## config.mk

```make
export PLATFORM = sky130hd
export DESIGN_NAME = ps2_host_tx
export DESIGN_NICKNAME = d
export VERILOG_FILES = /design/src/rtl/ps2_host_tx.sv
export SDC_FILE = /design/constraint.sdc
export NUM_CORES = 1
export LEC_CHECK = 0
export CORE_UTILIZATION = 30
export CTS_BUF_LIST = sky130_fd_sc_hd__clkbuf_2 sky130_fd_sc_hd__clkbuf_4 sky130_fd_sc_hd__clkbuf_8
export CTS_CLUSTER_SIZE = 30
export DETAILED_ROUTE_END_ITERATION = 16
export PLACE_DENSITY = 0.54
export SYNTH_ARGS = -nofsm -noshare
export SYNTH_HDL_FRONTEND = slang
export SYNTH_SLANG_ARGS = --single-unit
```

## constraint.sdc

```tcl
create_clock -name clk -period 3.89 [get_ports clk]
set_clock_uncertainty 0.1 [all_clocks]
set_input_delay 1.167 -clock clk [delete_from_list [all_inputs] [get_ports clk]]
set_output_delay 1.167 -clock clk [all_outputs]
set_load 0.01 [all_outputs]
```

## src/rtl/ps2_host_tx.sv

```systemverilog
// rtl/ps2_host_tx.sv - PS/2 host-to-device command transmitter
// Sends one command byte to a PS/2 device. The sequence is: inhibit the clock,
// request-to-send, shift out the bits on device clock falling edges, then wait
// for the device acknowledge and for the bus to go idle.
// Optional frame watchdog: define PS2_TX_TIMEOUT_EN.
module ps2_host_tx #(
  parameter int INHIBIT_CYCLES = 10000,
  parameter int TIMEOUT_CYCLES = 2000000
) (
  input  logic       clk,
  input  logic       rst,
  input  logic       kb_clk_sync,
  input  logic       kb_data_sync,
  input  logic [7:0] tx_data,
  input  logic       tx_start,
  output logic       kb_clk_oe,
  output logic       kb_data_oe,
  output logic       tx_busy,
  output logic       tx_done,
  output logic       tx_err
);

  typedef enum logic [2:0] {
    S_IDLE      = 3'd0,
    S_INHIBIT   = 3'd1,
    S_REQ       = 3'd2,
    S_SEND      = 3'd3,
    S_ACK       = 3'd4,
    S_WAIT_IDLE = 3'd5
  } state_t;

  localparam int IW = $clog2(INHIBIT_CYCLES + 1);
  localparam logic [IW-1:0] INH_LAST = IW'(INHIBIT_CYCLES - 1);

  // Both counters compare against (N - 1), so N must be at least one.
  if (INHIBIT_CYCLES < 1 || TIMEOUT_CYCLES < 1) begin : g_bad_params
    $error("ps2_host_tx: INHIBIT_CYCLES and TIMEOUT_CYCLES must be at least 1");
  end

  state_t          state_q, state_d;
  logic [7:0]      byte_q, byte_d;
  logic            parity_q, parity_d;
  logic [IW-1:0]   inh_cnt_q, inh_cnt_d;
  logic [3:0]      edge_cnt_q, edge_cnt_d;
  logic            data_oe_q, data_oe_d;
  logic            done_q, done_d;
  logic            err_q, err_d;
  logic            clk_prev_q;
  logic            fall;

`ifdef PS2_TX_TIMEOUT_EN
  localparam int WW = $clog2(TIMEOUT_CYCLES + 1);
  localparam logic [WW-1:0] WD_LAST = WW'(TIMEOUT_CYCLES - 1);
  logic [WW-1:0]   wd_cnt_q, wd_cnt_d;
`endif

  // A falling edge is the device clock high last cycle and low now.
  assign fall = clk_prev_q & ~kb_clk_sync;

  // State and datapath registers; reset releases the bus at once.
  always_ff @(posedge clk or posedge rst) begin
    if (rst) begin
      state_q    <= S_IDLE;
      byte_q     <= 8'h00;
      parity_q   <= 1'b0;
      inh_cnt_q  <= '0;
      edge_cnt_q <= 4'd0;
      data_oe_q  <= 1'b0;
      done_q     <= 1'b0;
      err_q      <= 1'b0;
      clk_prev_q <= 1'b1;
`ifdef PS2_TX_TIMEOUT_EN
      wd_cnt_q   <= '0;
`endif
    end else begin
      state_q    <= state_d;
      byte_q     <= byte_d;
      parity_q   <= parity_d;
      inh_cnt_q  <= inh_cnt_d;
      edge_cnt_q <= edge_cnt_d;
      data_oe_q  <= data_oe_d;
      done_q     <= done_d;
      err_q      <= err_d;
      clk_prev_q <= kb_clk_sync;
`ifdef PS2_TX_TIMEOUT_EN
      wd_cnt_q   <= wd_cnt_d;
`endif
    end
  end

  // Next-state logic: frame sequencing, bit presentation and completion pulses.
  always_comb begin
    state_d    = state_q;
    byte_d     = byte_q;
    parity_d   = parity_q;
    inh_cnt_d  = inh_cnt_q;
    edge_cnt_d = edge_cnt_q;
    data_oe_d  = data_oe_q;
    done_d     = 1'b0;
    err_d      = 1'b0;

    case (state_q)
      S_IDLE: begin
        inh_cnt_d  = '0;
        edge_cnt_d = 4'd0;
        data_oe_d  = 1'b0;
        if (tx_start) begin
          byte_d   = tx_data;
          parity_d = ~^tx_data;
          state_d  = S_INHIBIT;
        end
      end

      S_INHIBIT: begin
        if (inh_cnt_q == INH_LAST) begin
          inh_cnt_d = '0;
          state_d   = S_REQ;
        end else begin
          inh_cnt_d = inh_cnt_q + 1'b1;
        end
      end

      S_REQ: begin
        // Start bit stays on the line until the first falling edge.
        data_oe_d  = 1'b1;
        edge_cnt_d = 4'd0;
        state_d    = S_SEND;
      end

      S_SEND: begin
        if (fall) begin
          edge_cnt_d = edge_cnt_q + 4'd1;
          if (edge_cnt_q < 4'd8) begin
            data_oe_d = ~byte_q[edge_cnt_q[2:0]];
          end else if (edge_cnt_q == 4'd8) begin
            data_oe_d = ~parity_q;
          end else begin
            // Edge 10: stop bit is a released line; hand over to ACK.
            data_oe_d  = 1'b0;
            edge_cnt_d = 4'd0;
            state_d    = S_ACK;
          end
        end
      end

      S_ACK: begin
        if (fall) begin
          if (kb_data_sync) begin
            err_d   = 1'b1;
            state_d = S_IDLE;
          end else begin
            state_d = S_WAIT_IDLE;
          end
        end
      end

      S_WAIT_IDLE: begin
        if (kb_clk_sync && kb_data_sync) begin
          done_d  = 1'b1;
          state_d = S_IDLE;
        end
      end

      default: begin
        state_d = S_IDLE;
      end
    endcase

`ifdef PS2_TX_TIMEOUT_EN
    // Watchdog runs from REQ entry; a frame completing on the same cycle wins.
    wd_cnt_d = '0;
    if (state_q != S_IDLE && state_q != S_INHIBIT) begin
      wd_cnt_d = wd_cnt_q + 1'b1;
      if (wd_cnt_q == WD_LAST && state_d != S_IDLE) begin
        state_d    = S_IDLE;
        err_d      = 1'b1;
        done_d     = 1'b0;
        data_oe_d  = 1'b0;
        edge_cnt_d = 4'd0;
        wd_cnt_d   = '0;
      end
    end
`endif
  end

  // Bus drivers and status decode straight from registered state.
  always_comb begin
    kb_clk_oe  = (state_q == S_INHIBIT) || (state_q == S_REQ);
    kb_data_oe = 1'b0;
    if (state_q == S_REQ) begin
      kb_data_oe = 1'b1;
    end else if (state_q == S_SEND) begin
      kb_data_oe = data_oe_q;
    end
    tx_busy = (state_q != S_IDLE);
    tx_done = done_q;
    tx_err  = err_q;
  end

endmodule

```

# Yosys cells after proc, flatten, opt, wreduce, memory -nomap -nowiden
# Cells that the tools add are included.
# classes
eq_ne	14
add_sub_neg	2
n_mux	28
magnitude_cmp	2
reduce_logical	13
bitwise	4
# ops
cell	n
14-bit one-hot mux with 2 select lines	1
3-bit two-way mux	8
3-bit one-hot mux with 6 select lines	1
14-bit by 1-bit adder with 14-bit output (second input constant)	1
14-bit equality test (second input constant)	1
14-bit two-way mux	1
2-bit inequality test (second input constant)	7
4-bit two-way mux	3
1-bit two-way mux	11
4-bit one-hot mux with 2 select lines	1
8-bit XNOR reduction	1
7-bit AND reduction	1
3-bit by 2-bit equality test with 1-bit output (second input constant)	2
3-bit equality test (second input constant)	2
2-bit AND reduction	3
3-bit nonzero test	2
4-bit by 1-bit adder with 4-bit output (second input constant)	1
4-bit equality test (second input constant)	1
3-bit by 4-bit < comparator with 1-bit output (second input constant)	1
4-bit < comparator (second input constant)	1
2-bit nonzero test	2
1-bit binary-select mux with 3-bit select	1
3-bit by 1-bit equality test with 1-bit output (second input constant)	1
3-bit logical NOT	1
6 further kinds	8
# word_totals
output_inout_bits	5
word_cells	72
reg_bits	34
in_bits	13

# Depth between registers and ports, before layout
# depth
word_depth	6
depth_mapped	7
depth_no_buf	7

# Least setup slack after synthesis
# OpenSTA, ideal clock, no wires.
# synth_timing
kind	register -> output
startpoint	reg state_q[0]
endpoint	out kb_clk_oe
path_buffers	1
arrival_ns	0.962
t_required_ns	2.623
setup_slack_ns	1.661
stages_incl_launch_ff	4
cell_sequence	dfrtp_1 clkbuf_1 xnor2_1 nor2_1
# synth_via
elab_chain_len	2
word_cells_on_any_way	3
cone_classes	eq/ne (2); reduce/logical (1)
# synth_lines
item	line	source
start: declaration	40	state_t state_q, state_d;
start signal: assignment	76	state_q <= state_d;
3-bit by 1-bit equality test with 1-bit output or 3-bit by 2-bit equality test with 1-bit output (tied branches)	188	kb_clk_oe = (state_q == S_INHIBIT) || (state_q == S_REQ);
1-bit logical OR (*)	188	
end: declaration	16	output logic kb_clk_oe,
# Mark *: on every way between the ends. The rest lies on a longest branch, timed or not.

# Final worst setup path
# layout_timing
startpoint	reg state_q[0]
endpoint	out tx_busy
# layout_via
elab_chain_len	1
# layout_lines
item	line	source
3-bit nonzero test	195	tx_busy = (state_q != S_IDLE);
end: declaration	18	output logic tx_busy,
# Every way passes these cells.

==> key figures <==
Setup path
  – Kind of end point of the critical path: primary output
  – Crit path launch: state_q[0]
  – Kind of critical path: reg2out
  – WP data arrival: 1770 ps
  – R2R Setup Slk: 1760 ps
  – Type of origin of the critical path: flop
  – R2R depth: 4
  – Crit path capture: tx_busy
  – R2R Path End: inh_cnt_q[0]
  – CP max FO: 15
  – Reg2reg start: inh_cnt_q[6]
  – CP required: 2620 ps

Clock network
  – Post-CTS Repair Setup Buffers: 0
  – Clk_lat worst skew: 280 ps
  – Clock transition at the registers of the reported paths: 70 ps
  – Clk buf depth: 2
  – Total clock buffers created by CTS: 5
  – CTS tree: done
  – # H-tree levels: 2
  – Cts repair resizes: 0
  – Clock Tree Root: clkbuf_8
  – Sink Count: 34
  – Hold Buf Count CTS: 0

Placed design
  – Post-DP HPWL: 2440 microns
  – Port Buffers: 17
  – Routability cong.: 0.709
  – Placed standard-cell area: 2050 sq um
  – Dpl ws: 1030 ps

Yosys
  – Syn Inst Count: 176
  – Library cells used by synthesis: 45
  – FF+latch count, synth: 34
  – Seq/Total Area, Yosys: 47.1%
  – Cell area after synthesis: 1810 sq um
  – Synth Net Count: 192
  – Mean Syn Cell Area: 10.3 sq um
  – YS warnings: 0

STA
  – Final worst slack: 850 ps
  – Fin. max-slew vios: 0
  – Setup TNS Final: 0 ps
  – Slew headroom: 63.5%
  – Worst Max-Slew Pin Slew: 546 ps
  – RSZ-0062 raised after global routing: no
  – Period utilization: 78.2%
  – Final hold vios: 0
  – Crit path time final: 3040 ps
  – Final setup fails: 0
  – Max frequency: 329 MHz

Layout
  – Net count of the finished layout: 211
  – Final Util: 37.8%
  – Area Overhead vs Synth: 18.4%
  – Share of layout cells above drive strength 1: 14.3%
  – Number of diodes: 0
  – Post-route cell area: 2140 sq um
  – Most frequent cells in the layout: 33 x dfrtp_1, 17 x clkdlybuf4s50_1, 16 x nor2_1
  – Most common cell after layout, fill and taps aside: dfrtp_1

Floorplan
  – Ports: 18
  – Total core area: 5680 sq um
  – Rows: 27
  – Initial Util: 31.9%
  – Die width: 79.7 microns
  – Die ar.: 6350 sq um
  – Die H: 79.7 microns

Routing
  – DR iter-0 viols: 72
  – Final WL: 3400 microns
  – Via density: 4.97
  – Drt wl/cell: 12.7 microns
  – DR pass1 iterations: 4
  – Vias: 1332
  – DRC viols: 0
  – Remaining antenna violation count: 0

Min path
  – Min-delay worst type: reg2reg

Global routing
  – Pin count of the biggest net entering global routing: 35
  – Remaining global-route overflow: 0
  – Vias in the first global route: 1320
  – Initial antenna violation count: 0
  – Total track usage: 12.8%
  – First-pass GRT wire length: 6220 microns

Pwr
  – Worst VDD drop: 0.149 mV
  – Leakage: 0.947 nW
  – Total power per unit cell area: 311 nW/um^2

Job
  – Max-Cap Viols: 0

Run status
  – Status: finished clean
==> report_power, final <==
part | switching [W] | internal, W | leakage, nW
Combinational | 0.0000174 | 0.0000205 | 0.448
Sequential | 0.000000375 | 0.000354 | 0.447
Clock | 0.000124 | 0.000150 | 0.0517
==> critical path, cell delays in order, from the launching register on <==
cell and delay (ps):
dfrtp_1 560, or3_1 430, clkdlybuf4s50_1 510
==> cell usage after synthesis <==
| library cell | n | share of area, % |
|---|---|---|
| nand3b_1 | 3 | 1.2 |
| a211o_1 | 1 | 0.48 |
| a22oi_1 | 1 | 0.41 |
| nand3_1 | 11 | 3.0 |
| o21a_1 | 1 | 0.41 |
| and2_1 | 1 | 0.35 |
| ha_1 | 3 | 2.1 |
| or3_1 | 3 | 1.0 |
| and3_1 | 2 | 0.69 |
| o221ai_1 | 1 | 0.48 |
| nor2_1 | 16 | 3.3 |
| or2_2 | 1 | 0.35 |
| o2111ai_1 | 1 | 0.48 |
| mux2_2 | 10 | 6.2 |
| nor4_1 | 1 | 0.35 |
| inv_1 | 8 | 1.7 |
| nand4_1 | 1 | 0.35 |
| nor2b_1 | 3 | 1.0 |
| or3_2 | 1 | 0.41 |
| buf_6 | 1 | 0.62 |
| or4b_1 | 1 | 0.55 |
| and3_2 | 1 | 0.41 |
| nor3b_1 | 1 | 0.41 |
| xor2_1 | 5 | 2.4 |
| and3b_1 | 1 | 0.48 |
| nand2b_1 | 6 | 2.1 |
| dfstp_2 | 1 | 1.5 |
| nor2_2 | 1 | 0.35 |
| nor3_1 | 3 | 0.83 |
| a31oi_1 | 2 | 0.69 |
| xnor2_1 | 10 | 4.8 |
| a2bb2oi_1 | 1 | 0.48 |
| o21bai_1 | 1 | 0.41 |
| a21oi_1 | 9 | 2.5 |
| o41a_1 | 1 | 0.62 |
| nand2_1 | 6 | 1.2 |
| o21ai_0 | 9 | 2.5 |
| o211ai_1 | 1 | 0.41 |
| o22a_1 | 1 | 0.48 |
| mux4_2 | 2 | 2.5 |
| mux2i_1 | 2 | 1.1 |
| dfrtp_1 | 33 | 46 |
| a22o_2 | 2 | 1.1 |
| clkbuf_1 | 5 | 1.0 |
| and4_1 | 1 | 0.48 |
==> cell type report <==
class,instances,area [sq um]
sequential,34,852
tap,72,90.1
clock inverter,1,5.00
multi-input combinational,128,898
fill,564,3530
inverter,8,30.0
clock buffer,7,90.1
timing repair buffer,18,178
==> worst min path at each step <==
stage,to,cells after the start,start,slack (ps)
2_1_floorplan,inh_cnt_q[13],1,inh_cnt_q[13],340
3_3_place_gp,inh_cnt_q[13],1,inh_cnt_q[13],370
3_5_place_dp,inh_cnt_q[13],1,inh_cnt_q[13],370
4_1_cts,inh_cnt_q[13],1,inh_cnt_q[13],380
5_1_grt,inh_cnt_q[13],1,inh_cnt_q[13],400
6_report,inh_cnt_q[13],1,inh_cnt_q[13],380
==> logic make-up after synthesis <==
group                      count (synthesis)  share of synthesized area, %
muxes                                     14                          9.81
buffers and inverters                     14                          3.32
DFF                                       34                          47.1
xor gates and xnor gates                  15                          7.26
adders and majority gates                  3                          2.07
AOI/OAI and AO/OA                         32                          11.5
and+or+nand+nor                           64                          19.0
==> through the flow <==
stage / instances / hold WS [ps] / total power, W
after floorplan: 176 / 342 / 0.000381
after global placement: 260 / 367 / 0.000401
after detailed placement: 260 / 369 / 0.000400
after CTS: 268 / 379 / 0.000680
after global routing: 268 / 403 / 0.000695
final: 268 / 376 / 0.000666
==> layer usage <==
layer | wire length (microns) | GRT usage [%] | share of wire [%] | vias up
met5 | 0 | 0 | 0 | -
met4 | 55 | 5.45 | 1.6 | 0
met3 | 134 | 2.97 | 3.9 | 6
met2 | 1540 | 19.7 | 45 | 28
met1 | 1680 | 17.1 | 49 | 636
li1 | - | - | - | 662
==> registers in the layout, indices dropped and copies added (netlist names) <==
name	flops
tx_done	1
parity_q	1
tx_err	1
inh_cnt_q	14
clk_prev_q	1
state_q	3
byte_q	8
edge_cnt_q	4
data_oe_q	1
No activity file was read; power rests on OpenSTA's default activity.
